===== src/rtl/prog_loader.sv =====
// rtl/prog_loader.sv - switch/button program loader feeding the cpu instruction memory write port
module prog_loader #(
  parameter int                ADDR_W          = 6,
  parameter int                DATA_W          = 16,
  parameter int                DEBOUNCE_CYCLES = 16,
  parameter logic [DATA_W-1:0] END_WORD        = 16'hFFFF
) (
  input  logic              clk,
  input  logic              rst,
  input  logic [DATA_W-1:0] switches,
  input  logic              load_btn,
  output logic              im_we,
  output logic [ADDR_W-1:0] im_addr,
  output logic [DATA_W-1:0] im_wdata,
  output logic              cpu_rst,
  output logic              loading,
  output logic              done,
  output logic [ADDR_W:0]   word_count
);

  // Counter just wide enough to reach DEBOUNCE_CYCLES-1.
  localparam int CNT_W = (DEBOUNCE_CYCLES > 1) ? $clog2(DEBOUNCE_CYCLES) : 1;
  localparam logic [CNT_W-1:0] CNT_MAX = CNT_W'(DEBOUNCE_CYCLES - 1);

  typedef enum logic {
    ST_LOAD = 1'b0,
    ST_RUN  = 1'b1
  } state_t;

  state_t             state;
  logic               sync1;
  logic               sync2;
  logic [CNT_W-1:0]   db_cnt;
  logic               db_level;
  logic               db_prev;
  logic               press;
  logic [ADDR_W:0]    next_count;

  // Two-flop synchronizer: load_btn is asynchronous to clk.
  always_ff @(posedge clk or posedge rst) begin
    if (rst) begin
      sync1 <= 1'b0;
      sync2 <= 1'b0;
    end else begin
      sync1 <= load_btn;
      sync2 <= sync1;
    end
  end

  // Debounce: the level only follows s after DEBOUNCE_CYCLES consecutive disagreeing cycles.
  always_ff @(posedge clk or posedge rst) begin
    if (rst) begin
      db_cnt   <= '0;
      db_level <= 1'b0;
    end else if (sync2 != db_level) begin
      if (db_cnt == CNT_MAX) begin
        db_level <= sync2;
        db_cnt   <= '0;
      end else begin
        db_cnt <= db_cnt + 1'b1;
      end
    end else begin
      db_cnt <= '0;
    end
  end

  // Delayed copy of the debounced level for rising-edge detection.
  always_ff @(posedge clk or posedge rst) begin
    if (rst) begin
      db_prev <= 1'b0;
    end else begin
      db_prev <= db_level;
    end
  end

  // One pulse per debounced press, no matter how long the button is held.
  assign press      = db_level & ~db_prev;
  assign next_count = word_count + {{ADDR_W{1'b0}}, 1'b1};

  // Loader FSM: writes one word per press, leaves LOAD on END_WORD or when memory is full.
  always_ff @(posedge clk or posedge rst) begin
    if (rst) begin
      state      <= ST_LOAD;
      im_we      <= 1'b0;
      im_addr    <= '0;
      im_wdata   <= '0;
      cpu_rst    <= 1'b1;
      loading    <= 1'b1;
      done       <= 1'b0;
      word_count <= '0;
    end else begin
      im_we <= 1'b0;
      case (state)
        ST_LOAD: begin
          if (press) begin
            if (switches == END_WORD) begin
              state   <= ST_RUN;
              cpu_rst <= 1'b0;
              loading <= 1'b0;
              done    <= 1'b1;
            end else begin
              im_we      <= 1'b1;
              im_addr    <= word_count[ADDR_W-1:0];
              im_wdata   <= switches;
              word_count <= next_count;
              // Top bit set means this write fills the last address.
              if (next_count[ADDR_W]) begin
                state   <= ST_RUN;
                cpu_rst <= 1'b0;
                loading <= 1'b0;
                done    <= 1'b1;
              end
            end
          end
        end
        ST_RUN: begin
          cpu_rst <= 1'b0;
          loading <= 1'b0;
          done    <= 1'b1;
        end
        default: begin
          state <= ST_LOAD;
        end
      endcase
    end
  end

endmodule


===== config.mk =====
export PLATFORM = sky130hd
export DESIGN_NAME = prog_loader
export DESIGN_NICKNAME = d
export VERILOG_FILES = /design/src/rtl/prog_loader.sv
export SDC_FILE = /design/constraint.sdc
export NUM_CORES = 1
export LEC_CHECK = 0
export CAP_MARGIN = 20
export CORE_MARGIN = 1.5
export CORE_UTILIZATION = 48
export CTS_BUF_LIST = sky130_fd_sc_hd__clkbuf_2 sky130_fd_sc_hd__clkbuf_4 sky130_fd_sc_hd__clkbuf_8
export CTS_CLUSTER_SIZE = 14
export DETAILED_ROUTE_END_ITERATION = 8
export PLACE_DENSITY = 0.81
export REMOVE_ABC_BUFFERS = 1
export SYNTH_ARGS = -nofsm -noshare
export SYNTH_HDL_FRONTEND = slang
export SYNTH_SLANG_ARGS = --single-unit

===== constraint.sdc =====
create_clock -name clk -period 2.2 [get_ports clk]
set_input_delay 0.44 -clock clk [delete_from_list [all_inputs] [get_ports clk]]
set_output_delay 0.44 -clock clk [all_outputs]
set_load 0.05 [all_outputs]

==> impl_metrics.ini, run 1 <==
[cts]
holdBufCountCts = 0
clk_latency_ps = 360
clkTransAtPathRegs_ps = 120
postCtsSetupRepairBufs = 0
root_buffer = clkbuf_4
clock_sinks = 41
cts_made_buffers = 5
cts_max_path_buffers = 2
cts_tree = done
htreeDepth = 2
postCtsResizedCells = 0

[timing]
finalSetupViolCount = 0
finalWorstSetupSlack_ps = 77.4
rsz0062_at_grt = false
skew_ps = 4.52
finalCritPeriodShare_pct = 96.5
worst-slew-pin-transition_ps = 553
slew_violations = 0
fmax_ghz = 0.471
finalHoldViolCount = 0
hold_ws_ps = 368
period_minus_slack_ps = 2120
relSlewSlack_pct = 62.7

[setup_path]
arrival_ps = 1680
critPathCaptureType = primary output
crit_required_ps = 1760
cp_top_family = buffers and inverters
cp_num_buf_inv = 1
max_stage_delay_ps = 850
crit_chain = clkdlybuf4s50_1
cp-start-kind = register
worstSetupPathType = reg2out
slowest_stage = clkdlybuf4s50_1
critPathMaxFanout = 5

[die]
die_w_um = 63.3
dieArea_sq_um = 4000
die_y_um = 63.3
coreArea_sq_um = 3420
core.rowCount = 21
start_util_pct = 51.0
pin_count = 52

[yosys]
ys_ff_latch = 41
synth_top_family_by_area = multiplexers
syn_area_sq_um = 1740
synth-compound-area-share_pct = 1.79
synth-simple-area-share_pct = 10.4
ys_types = 30
synth.area.mux_share_pct = 19.4
syn_avg_cell_area_sq_um = 15.3
synth_xor_area_share_pct = 4.02
synthCells = 114
synth_fa_ha_area_share_pct = 1.44
ys_seq_area_share_pct = 58.9
yosys_warnings = 0

[route]
antenna_left = 0
routed-via-count = 1115
drc = 0
avgRoutedWirePerCell_um = 16.1
drt_iter0_markers = 19
drt_wl_total_um = 3540
vias_per_cell = 5.07
first_pass_iters = 4

[place]
place_congestion = 0.697
place_area_sq_um = 2310
preCtsSetupSlack_ps = 18.2
dp_cells = 212
place_hpwl_um = 2520
port_buffers = 51

[global_route]
grt_overflow = 0
antenna_found_initial = 0
grt_pass1_vias = 1219
grt_pass1_wl_um = 5950
grt_max_degree = 42
grtUsageTotal_pct = 20.2

[power_and_ir_drop]
totalPowerFinal_uw = 1390
power_density_nw_per_um2 = 578
peakVddDrop_mv = 0.372
leakagePower_uw = 0.00112

[layout]
final_area_sq_um = 2410
syn_to_final_growth_pct = 38.3
layout.cells.non_filler = 220
layout-drive-gt1-share_pct = 23.6
final_nets = 194
mostFrequentLayoutCell = clkdlybuf4s50_1
n_antenna_cell = 0
mostFrequentLayoutCells = clkdlybuf4s50_1, dfrtp_1, mux2_4

[run_status]
status = finished, final reports clean

[worst_hold_path]
hold_path.class = reg2reg

[run]
drv_cap = 0
-- layer usage --
| layer | vias to the layer above | GRT usage (%) | routed length [um] |
|---|---|---|---|
| met2 | 34 | 32.7 | 1710 |
| li1 | 518 | - | - |
| met1 | 557 | 24.0 | 1500 |
| met3 | 6 | 7.68 | 246 |
| met5 | - | 0 | 0 |
| met4 | 0 | 8.97 | 74 |
-- cells in the mapped netlist --
library cell   n  area [sq um]
inv_1          3          11.3
a21oi_1        2          10.0
o21a_1         1          7.51
and3b_2        1          10.0
dfrtp_1       40          1000
buf_6          1          11.3
nand3_1        2          10.0
and3b_1        1          8.76
nor4b_1        1          8.76
o21ai_0        1          5.00
nor2_1         3          11.3
ha_1           2          25.0
xor2_1         6          52.6
nand4b_1       1          8.76
nand2b_1       1          6.26
nand4_1        5          31.3
mux2_2         6          67.6
dfstp_2        1          26.3
nor2b_1        1          6.26
nand2_1        3          11.3
nor2b_2        1          8.76
o311ai_0       1          8.76
nor4_1         1          6.26
nor4_4         1          21.3
mux2_4        18           270
nor3b_1        3          22.5
xnor2_1        2          17.5
nor3_1         2          10.0
buf_4          1          7.51
buf_12         2          40.0
-- cells by family after synthesis --
group	Yosys count
multiplexers	24
adder cells (fa/ha/maj)	2
flip-flops	41
AND/OR/NAND/NOR	27
buffers and inverters	7
AO/OA/AOI/OAI	5
XOR/XNOR	8
-- registers in the layout, indices dropped and copies added (netlist names), 4 cells and up --
name,cells
db_cnt,4
im_addr,6
im_wdata,16
word_count,7
-- area by class of cell --
type	instances	area, sq um
inverters	3	11.3
clock inverters	2	37.5
well taps	46	57.6
multi-input cells	66	646
fillers	254	1000
clock buffers	6	51.3
repair buffers	56	581
flip-flops and latches	41	1030
-- path summary, 6_finish.rpt --
| check | start | depth (start not counted) | to | slack, ps |
|---|---|---|---|---|
| hold reg to reg | sync1 | 0 | sync2 | 370 |
| min in group asynchronous | rst | 3 | im_wdata[2] | 490 |
| setup reg to reg | word_count[0] | 5 | loading | 390 |
| hold / removal | sync1 | 0 | sync2 | 370 |
| setup / recovery | word_count[2] | 1 | word_count[2] | 80 |
| max in group asynchronous | rst | 3 | loading | 1350 |
-- power breakdown --
part / internal [uW] / switching [uW] / leakage (uW)
clock network: 270 / 248 / 0.0000445
logic: 50.9 / 51.7 / 0.000533
registers: 765 / 9.03 / 0.000546
-- per-stage QoR --
stage               setup TNS (ps)  util (%)
global placement                 0      67.8
floorplan                     -519         -
detailed placement               0      67.8
CTS                              0      70.4
finish                           0      70.6
global route                     0      70.6
No activity file was read; power rests on OpenSTA's default activity.
==> inputs of run 2 (changes only) <==
--- a/config.mk
+++ b/config.mk
@@ -9,8 +9,10 @@
 export CORE_MARGIN = 1.5
 export CORE_UTILIZATION = 48
 export CTS_BUF_LIST = sky130_fd_sc_hd__clkbuf_2 sky130_fd_sc_hd__clkbuf_4 sky130_fd_sc_hd__clkbuf_8
+export CTS_CLUSTER_DIAMETER = 120
 export CTS_CLUSTER_SIZE = 14
 export DETAILED_ROUTE_END_ITERATION = 8
+export GPL_ROUTABILITY_DRIVEN = 0
 export PLACE_DENSITY = 0.81
 export REMOVE_ABC_BUFFERS = 1
 export SYNTH_ARGS = -nofsm -noshare
==> results of run 2 <==
Final layout, timing and power as in run 1 (identical DEF).
